## src/rtl/pi_gpio_led_rgb_bank.sv

```systemverilog
// pi_gpio_led_rgb_bank: bridge between the Pi GPIO core and board I/O.
//   - NUM_LED LEDs driven from the Pi. Each Pi-driven bit is captured and then held.
//   - NUM_LED switches are synchronised, debounced and returned on gpio_i.
//   - NUM_RGB RGB LEDs step through 8 colours on rising edges of their GPIO pin.
//     A free-running PWM counter sets their brightness.
// Optional feature macro: SW_CHANGE_IRQ_EN.
//   - Defined: adds a level switch-change interrupt, acknowledged by a rising
//     edge on gpio_o[IRQ_ACK_BIT].
//   - Undefined: sw_irq is tied low.
module pi_gpio_led_rgb_bank #(
  parameter int GPIO_W      = 28,
  parameter int NUM_LED     = 16,
  parameter int LED_BASE    = 2,
  parameter int NUM_RGB     = 2,
  parameter int RGB_BASE    = 18,
  parameter int PWM_BITS    = 4,
  parameter int RGB_DUTY    = 4,
  parameter int DEBOUNCE    = 50000,
  parameter int IRQ_ACK_BIT = 20
) (
  input  logic               clk_peripheral,
  input  logic               resetn,
  input  logic [GPIO_W-1:0]  gpio_o,
  input  logic [GPIO_W-1:0]  gpio_t,
  output logic [GPIO_W-1:0]  gpio_i,
  input  logic [NUM_LED-1:0] sw,
  output logic [NUM_LED-1:0] led,
  output logic [NUM_RGB-1:0] led_r,
  output logic [NUM_RGB-1:0] led_g,
  output logic [NUM_RGB-1:0] led_b,
  output logic               sw_irq
);

  localparam int                CW      = $clog2(DEBOUNCE + 1);
  localparam logic [CW-1:0]     DB_LAST = CW'(DEBOUNCE - 1);
  localparam logic [PWM_BITS:0] DUTY    = (PWM_BITS + 1)'(RGB_DUTY);

  // LED bank
  logic [NUM_LED-1:0] led_q, led_d;

  // Switch synchroniser and debouncer
  logic [NUM_LED-1:0]         sync1_q, sync2_q;
  logic [NUM_LED-1:0]         db_q, db_d;
  logic [NUM_LED-1:0][CW-1:0] cnt_q, cnt_d;

  // RGB colour stepping and PWM
  logic [NUM_RGB-1:0]       prev_q, prev_d;
  logic [NUM_RGB-1:0][2:0]  idx_q, idx_d;
  logic [PWM_BITS-1:0]      pwm_q, pwm_d;
  logic                     on_s;
  logic [NUM_RGB-1:0]       r_q, g_q, b_q, r_d, g_d, b_d;

  // Pi-driven LED bits take the new value; all other LED bits hold
  always_comb begin
    led_d = led_q;
    for (int k = 0; k < NUM_LED; k++) begin
      if (gpio_t[LED_BASE + k]) begin
        led_d[k] = gpio_o[LED_BASE + k];
      end else begin
        led_d[k] = led_q[k];
      end
    end
  end

  // A switch change is accepted only after it has been stable for DEBOUNCE cycles
  always_comb begin
    db_d  = db_q;
    cnt_d = cnt_q;
    for (int k = 0; k < NUM_LED; k++) begin
      if (sync2_q[k] == db_q[k]) begin
        cnt_d[k] = {CW{1'b0}};
      end else if (cnt_q[k] == DB_LAST) begin
        db_d[k]  = sync2_q[k];
        cnt_d[k] = {CW{1'b0}};
      end else begin
        cnt_d[k] = cnt_q[k] + CW'(1);
      end
    end
  end

  // Colour index steps on a rising edge of its pin; releasing the pin resets the colour
  always_comb begin
    prev_d = prev_q;
    idx_d  = idx_q;
    for (int c = 0; c < NUM_RGB; c++) begin
      if (gpio_t[RGB_BASE + c]) begin
        prev_d[c] = gpio_o[RGB_BASE + c];
        if (gpio_o[RGB_BASE + c] && !prev_q[c]) begin
          idx_d[c] = idx_q[c] + 3'd1;
        end else begin
          idx_d[c] = idx_q[c];
        end
      end else begin
        prev_d[c] = 1'b0;
        idx_d[c]  = 3'd0;
      end
    end
  end

  // PWM gate: the widened compare lets DUTY = 2**PWM_BITS mean always on
  always_comb begin
    pwm_d = pwm_q + PWM_BITS'(1);
    on_s  = ({1'b0, pwm_q} < DUTY);
    r_d   = {NUM_RGB{1'b0}};
    g_d   = {NUM_RGB{1'b0}};
    b_d   = {NUM_RGB{1'b0}};
    for (int c = 0; c < NUM_RGB; c++) begin
      r_d[c] = idx_q[c][0] & on_s;
      g_d[c] = idx_q[c][1] & on_s;
      b_d[c] = idx_q[c][2] & on_s;
    end
  end

  // State registers for the LED, switch and RGB paths
  always_ff @(posedge clk_peripheral or negedge resetn) begin
    if (!resetn) begin
      led_q   <= {NUM_LED{1'b0}};
      sync1_q <= {NUM_LED{1'b0}};
      sync2_q <= {NUM_LED{1'b0}};
      db_q    <= {NUM_LED{1'b0}};
      cnt_q   <= {(NUM_LED * CW){1'b0}};
      prev_q  <= {NUM_RGB{1'b0}};
      idx_q   <= {(NUM_RGB * 3){1'b0}};
      pwm_q   <= {PWM_BITS{1'b0}};
      r_q     <= {NUM_RGB{1'b0}};
      g_q     <= {NUM_RGB{1'b0}};
      b_q     <= {NUM_RGB{1'b0}};
    end else begin
      led_q   <= led_d;
      sync1_q <= sw;
      sync2_q <= sync1_q;
      db_q    <= db_d;
      cnt_q   <= cnt_d;
      prev_q  <= prev_d;
      idx_q   <= idx_d;
      pwm_q   <= pwm_d;
      r_q     <= r_d;
      g_q     <= g_d;
      b_q     <= b_d;
    end
  end

  // Debounced switches appear at the LED bank position; all other bits read as zero
  always_comb begin
    gpio_i = {GPIO_W{1'b0}};
    gpio_i[LED_BASE +: NUM_LED] = db_q;
  end

  assign led   = led_q;
  assign led_r = r_q;
  assign led_g = g_q;
  assign led_b = b_q;

  // Not every GPIO bit belongs to this bank
  logic unused_s;
  assign unused_s = ^{gpio_o, gpio_t};

`ifdef SW_CHANGE_IRQ_EN
  logic [NUM_LED-1:0] db_prev_q;
  logic               ack_prev_q, ack_prev_d;
  logic               irq_q, irq_d;
  logic               db_chg_s, ack_rise_s;

  // Raise on any accepted switch change, clear on an ack edge; a raise beats a clear
  always_comb begin
    db_chg_s   = (db_q != db_prev_q);
    ack_rise_s = gpio_t[IRQ_ACK_BIT] & gpio_o[IRQ_ACK_BIT] & ~ack_prev_q;
    if (gpio_t[IRQ_ACK_BIT]) begin
      ack_prev_d = gpio_o[IRQ_ACK_BIT];
    end else begin
      ack_prev_d = 1'b0;
    end
    if (db_chg_s) begin
      irq_d = 1'b1;
    end else if (ack_rise_s) begin
      irq_d = 1'b0;
    end else begin
      irq_d = irq_q;
    end
  end

  // Interrupt state and edge trackers
  always_ff @(posedge clk_peripheral or negedge resetn) begin
    if (!resetn) begin
      db_prev_q  <= {NUM_LED{1'b0}};
      ack_prev_q <= 1'b0;
      irq_q      <= 1'b0;
    end else begin
      db_prev_q  <= db_q;
      ack_prev_q <= ack_prev_d;
      irq_q      <= irq_d;
    end
  end

  assign sw_irq = irq_q;
`else
  logic unused_ack_s;
  assign unused_ack_s = gpio_o[IRQ_ACK_BIT] ^ gpio_t[IRQ_ACK_BIT];
  assign sw_irq = 1'b0;
`endif

endmodule
```

## config.mk

```make
export PLATFORM = sky130hd
export DESIGN_NAME = pi_gpio_led_rgb_bank
export DESIGN_NICKNAME = d
export VERILOG_FILES = /design/src/rtl/pi_gpio_led_rgb_bank.sv
export SDC_FILE = /design/constraint.sdc
export NUM_CORES = 1
export LEC_CHECK = 0
export BUFFER_PORTS_ARGS = -buffer_cell sky130_fd_sc_hd__buf_2
export CORE_MARGIN = 1
export CORE_UTILIZATION = 56
export CTS_BUF_LIST = sky130_fd_sc_hd__clkbuf_4 sky130_fd_sc_hd__clkbuf_8
export CTS_CLUSTER_DIAMETER = 50
export DETAILED_ROUTE_END_ITERATION = 8
export GPL_ROUTABILITY_DRIVEN = 0
export GPL_TIMING_DRIVEN = 1
export PLACE_DENSITY = 0.83
export REMOVE_ABC_BUFFERS = 1
export SLEW_MARGIN = 20
export SYNTH_ARGS = -nofsm -noshare
export SYNTH_HDL_FRONTEND = slang
export SYNTH_SLANG_ARGS = --single-unit
```

## constraint.sdc

```tcl
create_clock -name clk_peripheral -period 1.7 [get_ports clk_peripheral]
set_input_delay 0.085 -clock clk_peripheral [delete_from_list [all_inputs] [get_ports clk_peripheral]]
set_output_delay 0.085 -clock clk_peripheral [all_outputs]
set_load 0.02 [all_outputs]
```

**Word level (Yosys, flattened, before mapping)**

Cells that the tools add are included.

- $lt $le $gt $ge: 1
- Reduce and logical (&&, ||, !) cells: 20
- Divide/modulo/power cells: 0
- $add $sub $neg: 19
- Muxes and demuxes: 38
- Eq/ne operators: 34
- Shift operators: 0
- Multipliers: 0
- Bitwise gates (word level): 22

Operator list:

| cell | count |
|---|---|
| 16-bit two-way mux | 32 |
| 16-bit by 1-bit adder with 16-bit output (second input constant) | 16 |
| 16-bit equality test (second input constant) | 16 |
| 2-bit AND reduction | 16 |
| 1-bit equality test | 16 |
| 1-bit inverter | 16 |
| 3-bit two-way mux | 4 |
| 3-bit by 1-bit adder with 3-bit output (second input constant) | 2 |
| 1-bit bitwise AND | 6 |
| 4-bit by 1-bit adder with 4-bit output (second input constant) | 1 |
| 4-bit by 3-bit less-than comparator with 1-bit output (second input constant) | 1 |
| 2-bit by 1-bit inequality test with 1-bit output (second input constant) | 2 |
| 1-bit logical AND | 2 |
| 1-bit logical NOT | 2 |
| 1-bit two-way mux | 2 |

- Latch bits: 0
- Logic and storage cells: 191
- Output and inout bits: 51
- Bits in read-only memories: 0
- Memories kept: 0
- Bits in writable memories: 0
- Input port bits: 74
- Flip-flop bits (word level): 338

**Longest topological paths before layout**

Gate-level depths: netlist of the first run.

- Depth after elaboration: 4
- Gate-level depth with buffers: 6
- Mapped depth without buffers: 5

**Least setup slack after synthesis of the first run**

Ideal clock, no wire load.

- Kind: reg2reg
- From: register cnt_q[187] (netlist bit)
- To: register cnt_q[190] (netlist bit)
- Arrival time: 1546 ps
- Buffers on the path: 1
- Library setup time: 119 ps
- Clock period less this slack: 1664 ps
- Cell stages (with the launch flop): 5
- Path slack: 36 ps
- Data required time: 1581 ps
- Cell sequence: dfrtp_1 -> or3_1 -> o41ai_4 -> buf_6 -> nor2_1

RTL lines:

| item | line | text |
|---|---|---|
| from (decl) | 44 | `logic [NUM_LED-1:0][CW-1:0] cnt_q, cnt_d;` |
| from (signal assigned) | 121 | `cnt_q <= {(NUM_LED * CW){1'b0}};` |
| from (signal assigned) | 133 | `cnt_q <= cnt_d;` |

**Worst setup path in the final report of the first run**

- From: register cnt_q[204] (netlist bit)
- To: register db_q[12]

- Longest elaborated chain between the ends: 2

Ends and longest elaborated chain:

| item | line | text |
|---|---|---|
| 16-bit equality test | 72 | `end else if (cnt_q[k] == DB_LAST) begin` |
| 2-bit AND reduction (no source line) | -- |  |
| to (signal assigned) | 120 | `db_q <= {NUM_LED{1'b0}};` |
| to (decl) | 43 | `logic [NUM_LED-1:0] db_q, db_d;` |

No other way between the ends.
A chain may end at the register's enable or synchronous reset.

==> qor.yml, run 1 <==
finish:
  n_fill_cell: 1820
  multi_input_area_um2: 6990
  syn2layout_area_growth_pct: 25.0
  instances_no_fill: 2180
  drive_gt1_frac: 0.230
  regArea_um2: 8460
  fin_nets: 1860
  n_antenna_cell: 0
  finish.utilization: 0.717
global_route:
  antenna_found_initial: 0
  grt_start_max_net_pins: 55
  first_global_vias: 12081
  gr-total-overflow: 0
  grt_pass1_wl_um: 55500
  grt_use_total: 0.236
route:
  dr_wl_met2_um: 17500
  post_drt_wl_per_cell_um: 15.5
  met3WireLength_um: 1620
  top_layer: "met4"
  vias: 11883
  first_iter_violations: 798
  drc: 0
  first_pass_iters: 6
  postRouteAntennaNets: 0
  viasPerCell: 5.45
  totalWireLength_um: 33800
  wl_met1_um: 13700
yosys:
  yosysSeqAreaShare: 0.544
  synth_top_cell_by_area: "dfrtp_1"
  synth_enable_flop_cells: 0
  syn_inst: 1457
  synth_cell_types: 31
  synth_area_leaders: "dfrtp_1 (54%), xnor2_1 (11%), nor2_1 (7.2%)"
  synth-async-reset-ratio: 1.00
  ys_ff_latch: 338
  synth_area_per_cell_um2: 10.7
  yosys_warnings: 0
  synthDominantCellAreaShare: 0.544
  syn_area_um2: 15500
  synth_ff_type: "dfrtp_1"
clocking:
  cts_root_buf: "clkbuf_8"
  cts_buffers: 53
  clock-sinks: 338
  cts_buffer_depth: 3
  insertion_delay_ns: 0.58
  h-tree-depth: 2
  clk_pin_slew_ns: 0.06
  cts_tree: "built"
setup_path:
  critPathLaunchType: "flip-flop"
  rrSetupSlack_ns: -0.07
  crit_path_max_fanout: 2
  r2r_cells: 4
  r2r_end: "db_q[12]"
  r2r_start: "cnt_q[204]"
  worstPathRequired_ns: 2.16
  cp-end-kind: "flip-flop"
  critical_path_arrival_ns: 2.23
  worst-setup-path-type: "reg -> reg"
timing:
  min_period_ns: 1.77
  fin_crit_sh: 1.04
  grt_setup_unrepaired: "yes"
  skew_ns: 0.0190
  worst_slack_ns: -0.0681
  setup_violations: 18
  drv_slew: 0
  timing.fmax_ghz: 0.566
  hold_viol_final: 0
  max_slew_margin: 0.669
  fin_worst_hold_slack_ns: 0.0201
  worst_slew_pin_slew_ns: 0.491
  fin_tns_setup_ns: -0.550
floorplan:
  chipWidth_um: 169
  start_util: 0.574
  coreArea_um2: 27100
  die-area_um2: 28400
  pin_count: 125
  rows: 60
  die_h_um: 169
status:
  status: "finished with violations"
  violations: "setup timing"
placement:
  pre_cts_ws_ns: -0.0868
  dp.cells: 2021
  io_buffers: 91
  dp_hpwl_um: 20200
flow_run:
  maxCapViolCount: 0
hold_path:
  hold_class: "in -> async"
pwr:
  vdd_drop_max_uv: 649
  power_leakage_nw: 8.41
  powerDensity_nw_per_um2: 876
## per-layer routing
layer | track usage | vias up
met5 | 0 | -
met4 | 0.0810 | 0
met3 | 0.0407 | 95
met2 | 0.423 | 358
met1 | 0.288 | 5846
li1 | - | 5584
## worst max path at each step
stage	start	to	slack (ns)	cells after the start
2_1_floorplan	cnt_q[187]	cnt_q[178]	-0.04	3
3_3_place_gp	cnt_q[44]	db_q[2]	-0.03	4
3_5_place_dp	cnt_q[125]	db_q[7]	-0.09	4
4_1_cts	cnt_q[156]	cnt_q[151]	-0.007	5
5_1_grt	cnt_q[204]	db_q[12]	-0.11	4
6_report	cnt_q[204]	db_q[12]	-0.07	4
## kinds of logic after synthesis
group,after synthesis,share of synthesized area
compound gates,19,0.0240
xor+xnor,242,0.136
fa+ha+maj,19,0.0153
buf+inv,86,0.0297
flops,338,0.544
mux,34,0.0245
other cells,1,0.000241
simple gates,718,0.226
## cell usage in the layout (no fill, tap or decap), types with 13 or more instances in the layout
| master | Yosys | routed |
|---|---|---|
| and2_1 | 13 | 13 |
| clkbuf_4 | 0 | 13 |
| nand3_1 | 91 | 79 |
| mux2_2 | 32 | 31 |
| dfrtp_1 | 338 | 338 |
| nor4_2 | 0 | 27 |
| dlygate4sd3_1 | 0 | 55 |
| clkbuf_8 | 0 | 62 |
| nor4_1 | 77 | 47 |
| nand2_1 | 63 | 62 |
| conb_1 | 1 | 13 |
| nor2_1 | 298 | 298 |
| nand3_2 | 3 | 15 |
| ha_1 | 19 | 16 |
| nor3_1 | 57 | 57 |
| xnor2_1 | 194 | 194 |
| buf_2 | 0 | 90 |
| xor2_1 | 48 | 48 |
| inv_1 | 57 | 57 |
| nand4_1 | 60 | 60 |
| buf_4 | 13 | 108 |
| clkinv_2 | 0 | 13 |
## Yosys cell counts, types with 19 or more instances
master,number
xor2_1,48
xnor2_1,194
dfrtp_1,338
nand3_1,91
nor2_1,298
ha_1,19
nand2_1,63
nor3_1,57
nand4_1,60
nor4_1,77
inv_1,57
mux2_2,32
## per-stage QoR
stage          area, um^2  power (mW)
2_1_floorplan       15300        8.90
3_3_place_gp        17300        9.34
3_5_place_dp        17300        9.38
4_1_cts             19100        17.1
5_1_grt             19400        17.7
6_report            19400        17.0
## sequential cells by signal, indices dropped and copies added (netlist names)
name / count
led_r: 2
led: 16
sync2_q: 16
prev_q: 2
pwm_q: 4
led_b: 2
db_q: 16
sync1_q: 16
idx_q: 6
cnt_q: 256
led_g: 2
## final cells by class
type                       count  area share
clock inverter                21      0.0123
inverter                      57      0.0110
multi-input combinational   1045       0.360
timing repair buffer         272       0.109
tap                          372      0.0240
clock buffer                  75      0.0489
sequential                   338       0.435
## what timing repair did
item,in CTS,in global routing
buffers inserted,0,8
endpoints found under the hold margin,378,0
setup endpoints to repair,26,170
gates resized for setup,10,55
hold buffers,55,0
pin swaps,8,30
## worst max-delay path: stages, from the launching register on
cell and delay, ns:
dfrtp_1 0.41, nor4_2 0.39, nand3_2 0.20, nor4_4 0.32, mux2_4 0.33
## report_power, final
| part | switching (mW) | total (mW) | internal, mW |
|---|---|---|---|
| logic | 0.563 | 1.02 | 0.460 |
| clock network | 3.22 | 7.60 | 4.38 |
| registers | 0.157 | 8.39 | 8.24 |
| total | 3.94 | 17.0 | 13.1 |
(Power assumes the default switching activity.)
==> inputs of run 2 (changes only) <==
--- a/config.mk
+++ b/config.mk
@@ -5,16 +5,17 @@
 export SDC_FILE = /design/constraint.sdc
 export NUM_CORES = 1
 export LEC_CHECK = 0
-export BUFFER_PORTS_ARGS = -buffer_cell sky130_fd_sc_hd__buf_2
 export CORE_MARGIN = 1
-export CORE_UTILIZATION = 56
+export CORE_UTILIZATION = 60
 export CTS_BUF_LIST = sky130_fd_sc_hd__clkbuf_4 sky130_fd_sc_hd__clkbuf_8
 export CTS_CLUSTER_DIAMETER = 50
 export DETAILED_ROUTE_END_ITERATION = 8
+export DONT_BUFFER_PORTS = 1
 export GPL_ROUTABILITY_DRIVEN = 0
 export GPL_TIMING_DRIVEN = 1
-export PLACE_DENSITY = 0.83
+export PLACE_DENSITY = 0.84
 export REMOVE_ABC_BUFFERS = 1
+export SETUP_SLACK_MARGIN = 0.5
 export SLEW_MARGIN = 20
 export SYNTH_ARGS = -nofsm -noshare
 export SYNTH_HDL_FRONTEND = slang
==> qor.yml, run 2 (same netlist as run 1, synthesis figures left out) <==
route:
  totalWireLength_um: 41600
  viasPerCell: 5.88
  vias: 12543
  drc: 0
  postRouteAntennaNets: 0
  first_pass_iters: 5
  post_drt_wl_per_cell_um: 19.5
  first_iter_violations: 996
global_route:
  first_global_vias: 12571
  grt_use_total: 0.273
  antenna_found_initial: 1
  grt_start_max_net_pins: 339
  gr-total-overflow: 0
  grt_pass1_wl_um: 59100
timing:
  setup_violations: 62
  drv_slew: 0
  skew_ns: 0.0282
  timing.fmax_ghz: 0.545
  max_slew_margin: 0.625
  min_period_ns: 1.84
  fin_crit_sh: 1.08
  fin_worst_hold_slack_ns: -0.769
  worst_slew_pin_slew_ns: 0.562
  grt_setup_unrepaired: "yes"
  fin_tns_setup_ns: -3.89
  worst_slack_ns: -0.136
  hold_viol_final: 338
placement:
  pre_cts_ws_ns: -0.187
  dp_hpwl_um: 18500
  io_buffers: 0
clocking:
  clk_pin_slew_ns: 0.06
  cts_buffer_depth: 3
  h-tree-depth: 2
  cts_root_buf: "clkbuf_8"
  insertion_delay_ns: 0.57
  clock-sinks: 338
  cts_buffers: 54
  cts_tree: "built"
  cts_hold_buf: 53
floorplan:
  coreArea_um2: 25300
  die-area_um2: 26600
  rows: 58
  pin_count: 125
  chipWidth_um: 163
  start_util: 0.614
  die_h_um: 163
setup_path:
  worstPathRequired_ns: 2.15
  critPathLaunchType: "flip-flop"
  crit_path_max_fanout: 7
  worst-setup-path-type: "reg -> reg"
  cp-end-kind: "flip-flop"
  critical_path_arrival_ns: 2.28
finish:
  drive_gt1_frac: 0.373
  largest_register: "cnt_q"
  final_common_cell: "dfrtp_1"
  fin_nets: 1852
  final_cell_mix: "dfrtp_1 (320), xnor2_1 (191), buf_4 (181)"
  syn2layout_area_growth_pct: 34.3
  finish.utilization: 0.824
  largest_reg_flops: 256
flow_run:
  maxCapViolCount: 0
pwr:
  vdd_drop_max_uv: 885
  clkPwrFrac: 0.435
  powerDensity_nw_per_um2: 798
  switching_share: 0.239
  combPwrFrac: 0.055
  p_total_mw: 16.7
  p_seq_frac: 0.510
  p_int_mw: 12.7
  power_leakage_nw: 8.31
  net-switching-power_mw: 3.98
status:
  status: "finished with violations"
  violations: "hold timing, setup timing"
hold_path:
  hold_class: "in -> async"
## run 2: changes by cell type in the layout (fill, tap and decap cells not counted), moves of 11 or more
cell	previous run	this run
buf_2	90	0
buf_4	108	181
buf_6	9	20
dfrtp_1	338	320
dfrtp_2	0	18
nor2_1	298	128
nor2_2	0	106
nor2_4	0	64
nor4_1	47	29
nor4_2	27	38
## run 2: power groups by stage
stage | registers (mW) | clock network (mW) | logic, mW
6_report | 8.49 | 7.24 | 0.920
3_3_place_gp | 8.58 | 0 | 0.454
4_1_cts | 8.46 | 7.25 | 0.718
2_1_floorplan | 8.56 | 0 | 0.341
5_1_grt | 8.50 | 7.70 | 0.985
3_5_place_dp | 8.59 | 0 | 0.480
## run 2: what timing repair did
item,in CTS,in global routing
endpoints found under the hold margin,378,338
gates resized for setup,205,248
endpoints found under the setup margin,274,278
setup buffers,51,39
gates cloned,7,3
pin swaps,193,72
## run 2: final cells by class
type / instances / area, um^2
sequential: 338 / 8480
multi-input combinational: 1045 / 8350
fill: 1168 / 4460
timing repair buffer: 263 / 2280
clock buffer: 85 / 1060
tap: 330 / 413
inverter: 57 / 214
clock inverter: 13 / 67.6
antenna: 1 / 2.50
## run 2: path summary, 6_finish.rpt
check	slack, ns	endpoint	cells past startpoint	start
setup reg to reg	-0.14	cnt_q[36]	5	cnt_q[36]
hold reg to reg	0.34	sync2_q[2]	0	sync1_q[2]
min in group clk_peripheral	0.07	sync1_q[8]	1	sw[8]
setup / recovery	-0.14	cnt_q[36]	5	cnt_q[36]
hold / removal	-0.77	cnt_q[125]	0	resetn
max in group asynchronous	2.00	cnt_q[198]	0	resetn
## run 2: critical path, cell delays in order (launching register included)
cell	delay, ns
dfrtp_1	0.40
nor4b_2	0.26
nand3b_1	0.23
o41ai_4	0.51
buf_4	0.26
nor2_1	0.06
## run 2: through the flow
step / area (um^2) / instances
2_1_floorplan: 15300 / 1440
3_3_place_gp: 16600 / 1880
3_5_place_dp: 16600 / 1880
4_1_cts: 19500 / 2089
5_1_grt: 20900 / 2132
6_report: 20900 / 2132
## run 2: metal layers
| metal | part of all wire | wire length [um] | GRT usage | vias to the layer above |
|---|---|---|---|---|
| li1 | - | - | - | 5576 |
| met1 | 0.37 | 15300 | 0.323 | 6263 |
| met2 | 0.53 | 22100 | 0.492 | 529 |
| met3 | 0.052 | 2160 | 0.0486 | 175 |
| met4 | 0.047 | 1950 | 0.106 | 0 |
| met5 | 0 | 0 | 0 | - |
==> inputs of run 3 (changes only) <==
--- a/config.mk
+++ b/config.mk
@@ -5,17 +5,20 @@
 export SDC_FILE = /design/constraint.sdc
 export NUM_CORES = 1
 export LEC_CHECK = 0
+export CELL_PAD_IN_SITES_DETAIL_PLACEMENT = 2
+export CELL_PAD_IN_SITES_GLOBAL_PLACEMENT = 2
 export CORE_MARGIN = 1
-export CORE_UTILIZATION = 60
+export CORE_UTILIZATION = 39
 export CTS_BUF_LIST = sky130_fd_sc_hd__clkbuf_4 sky130_fd_sc_hd__clkbuf_8
 export CTS_CLUSTER_DIAMETER = 50
 export DETAILED_ROUTE_END_ITERATION = 8
 export DONT_BUFFER_PORTS = 1
 export GPL_ROUTABILITY_DRIVEN = 0
 export GPL_TIMING_DRIVEN = 1
-export PLACE_DENSITY = 0.84
+export PLACE_DENSITY = 0.82
 export REMOVE_ABC_BUFFERS = 1
 export SETUP_SLACK_MARGIN = 0.5
+export SKIP_LAST_GASP = 1
 export SLEW_MARGIN = 20
 export SYNTH_ARGS = -nofsm -noshare
 export SYNTH_HDL_FRONTEND = slang
==> qor.yml, run 3 (same netlist as run 1, synthesis figures left out) <==
status:
  status: "finished with violations"
  violations: "hold timing, setup timing"
pwr:
  power_leakage_nw: 9.04
  net-switching-power_mw: 5.83
  p_total_mw: 19.5
  powerDensity_nw_per_um2: 840
  combPwrFrac: 0.069
  clkPwrFrac: 0.492
  p_seq_frac: 0.439
  switching_share: 0.299
  p_int_mw: 13.7
  vdd_drop_max_uv: 761
timing:
  grt_setup_unrepaired: "yes"
  skew_ns: 0.0734
  drv_slew: 0
  worst_slew_pin_slew_ns: 0.812
  worst_slack_ns: -0.684
  max_slew_margin: 0.455
  min_period_ns: 2.38
  hold_viol_final: 338
  fin_worst_hold_slack_ns: -0.962
  fin_crit_sh: 1.40
  timing.fmax_ghz: 0.419
  setup_violations: 265
setup_path:
  r2r_start: "cnt_q[45]"
  worstSetupStartpoint: "cnt_q[45]"
  cp-end-kind: "flip-flop"
  worst-setup-path-type: "reg -> reg"
  critPathLaunchType: "flip-flop"
  critical_path_arrival_ns: 2.96
  crit_path_max_fanout: 7
  worstPathRequired_ns: 2.28
floorplan:
  die_h_um: 202
  rows: 72
  start_util: 0.399
  die-area_um2: 40700
  coreArea_um2: 39000
  chipWidth_um: 202
  pin_count: 125
clocking:
  cts_buffers: 61
  cts_hold_buf: 68
  cts_tree: "built"
  h-tree-depth: 2
  clock-sinks: 338
  insertion_delay_ns: 0.77
  clk_pin_slew_ns: 0.10
  cts_root_buf: "clkbuf_8"
  cts_buffer_depth: 3
route:
  vias: 15068
  totalWireLength_um: 94300
  first_pass_iters: 7
  drc: 0
  post_drt_wl_per_cell_um: 39.1
  first_iter_violations: 1172
  postRouteAntennaNets: 0
  viasPerCell: 6.25
finish:
  largest_reg_flops: 256
  fin_nets: 1929
  largest_register: "cnt_q"
  drive_gt1_frac: 0.472
  stdcell_area_um2: 23300
  instances_no_fill: 2409
  final_cell_mix: "dfrtp_1 (267), buf_4 (219), xnor2_1 (184)"
  syn2layout_area_growth_pct: 49.6
  final_common_cell: "dfrtp_1"
flow_run:
  maxCapViolCount: 0
global_route:
  antenna_found_initial: 2
  first_global_vias: 15506
  grt_start_max_net_pins: 339
  grt_pass1_wl_um: 95400
  gr-total-overflow: 0
  grt_use_total: 0.306
placement:
  io_buffers: 0
  placed_area_um2: 17000
  dp.cells: 2083
  dp_hpwl_um: 26500
hold_path:
  hold_class: "in -> async"
-- run 3: through the flow --
| stage | hold slack, ns | setup slack [ns] | utilization | setup TNS, ns |
|---|---|---|---|---|
| 4_1_cts | -0.949 | -0.0318 | 0.537 | -0.100 |
| 2_1_floorplan | -0.211 | -0.0400 | - | -4.26 |
| 3_3_place_gp | -0.200 | 0.00326 | 0.435 | 0 |
| 5_1_grt | -1.01 | -0.848 | 0.596 | -69.94 |
| 6_report | -0.962 | -0.684 | 0.596 | -60.18 |
| 3_5_place_dp | -0.204 | -0.182 | 0.435 | -5.19 |
-- run 3: layout make-up --
class	instances	area, um^2
Multi-Input combinational cell	1045	9450
Sequential cell	338	8550
Clock buffer	94	1210
Tap cell	518	648
Timing Repair Buffer	333	3010
Fill cell	3597	15800
Clock inverter	21	171
Antenna cell	3	7.51
Inverter	57	214
-- run 3: critical path, stage by stage (launching register included) --
cell	delay, ns
dfrtp_2	0.46
nor4b_4	0.56
nand3b_1	0.29
o41ai_4	0.48
buf_6	0.27
nor2_4	0.11
-- run 3: final timing paths --
| path | end | slack [ns] | cells after the start |
|---|---|---|---|
| worst max register to register | cnt_q[38] | -0.68 | 5 |
| worst min register to register | sync2_q[15] | 0.33 | 0 |
| min in group clk_peripheral | led[14] | 0.06 | 2 |
| max in group asynchronous | led[7] | 2.01 | 0 |
| worst max-delay path | cnt_q[38] | -0.68 | 5 |
| worst min-delay path | cnt_q[142] | -0.96 | 0 |
-- run 3: what timing repair did --
item	4_1_cts	5_1_grt
pin swaps	183	150
cloned	4	4
buffers inserted	76	56
hold endpoints to repair	378	338
gates resized for setup	308	440
setup endpoints to repair	310	312
-- run 3: power groups by stage --
stage / clock network (mW) / logic, mW / registers [mW]
floorplan: 0 / 0.341 / 8.56
detailed placement: 0 / 0.527 / 8.61
global placement: 0 / 0.487 / 8.58
global route: 9.85 / 1.37 / 8.57
CTS: 8.77 / 0.834 / 8.47
finish: 9.61 / 1.35 / 8.57
-- run 3: per-layer routing --
metal  global-route usage  routed length (um)  part of all wire
met1                0.316               29200              0.31
met2                0.592               48300              0.51
met3               0.0517                6230             0.066
met4                0.145               10600              0.11
met5                    0                  12           0.00013
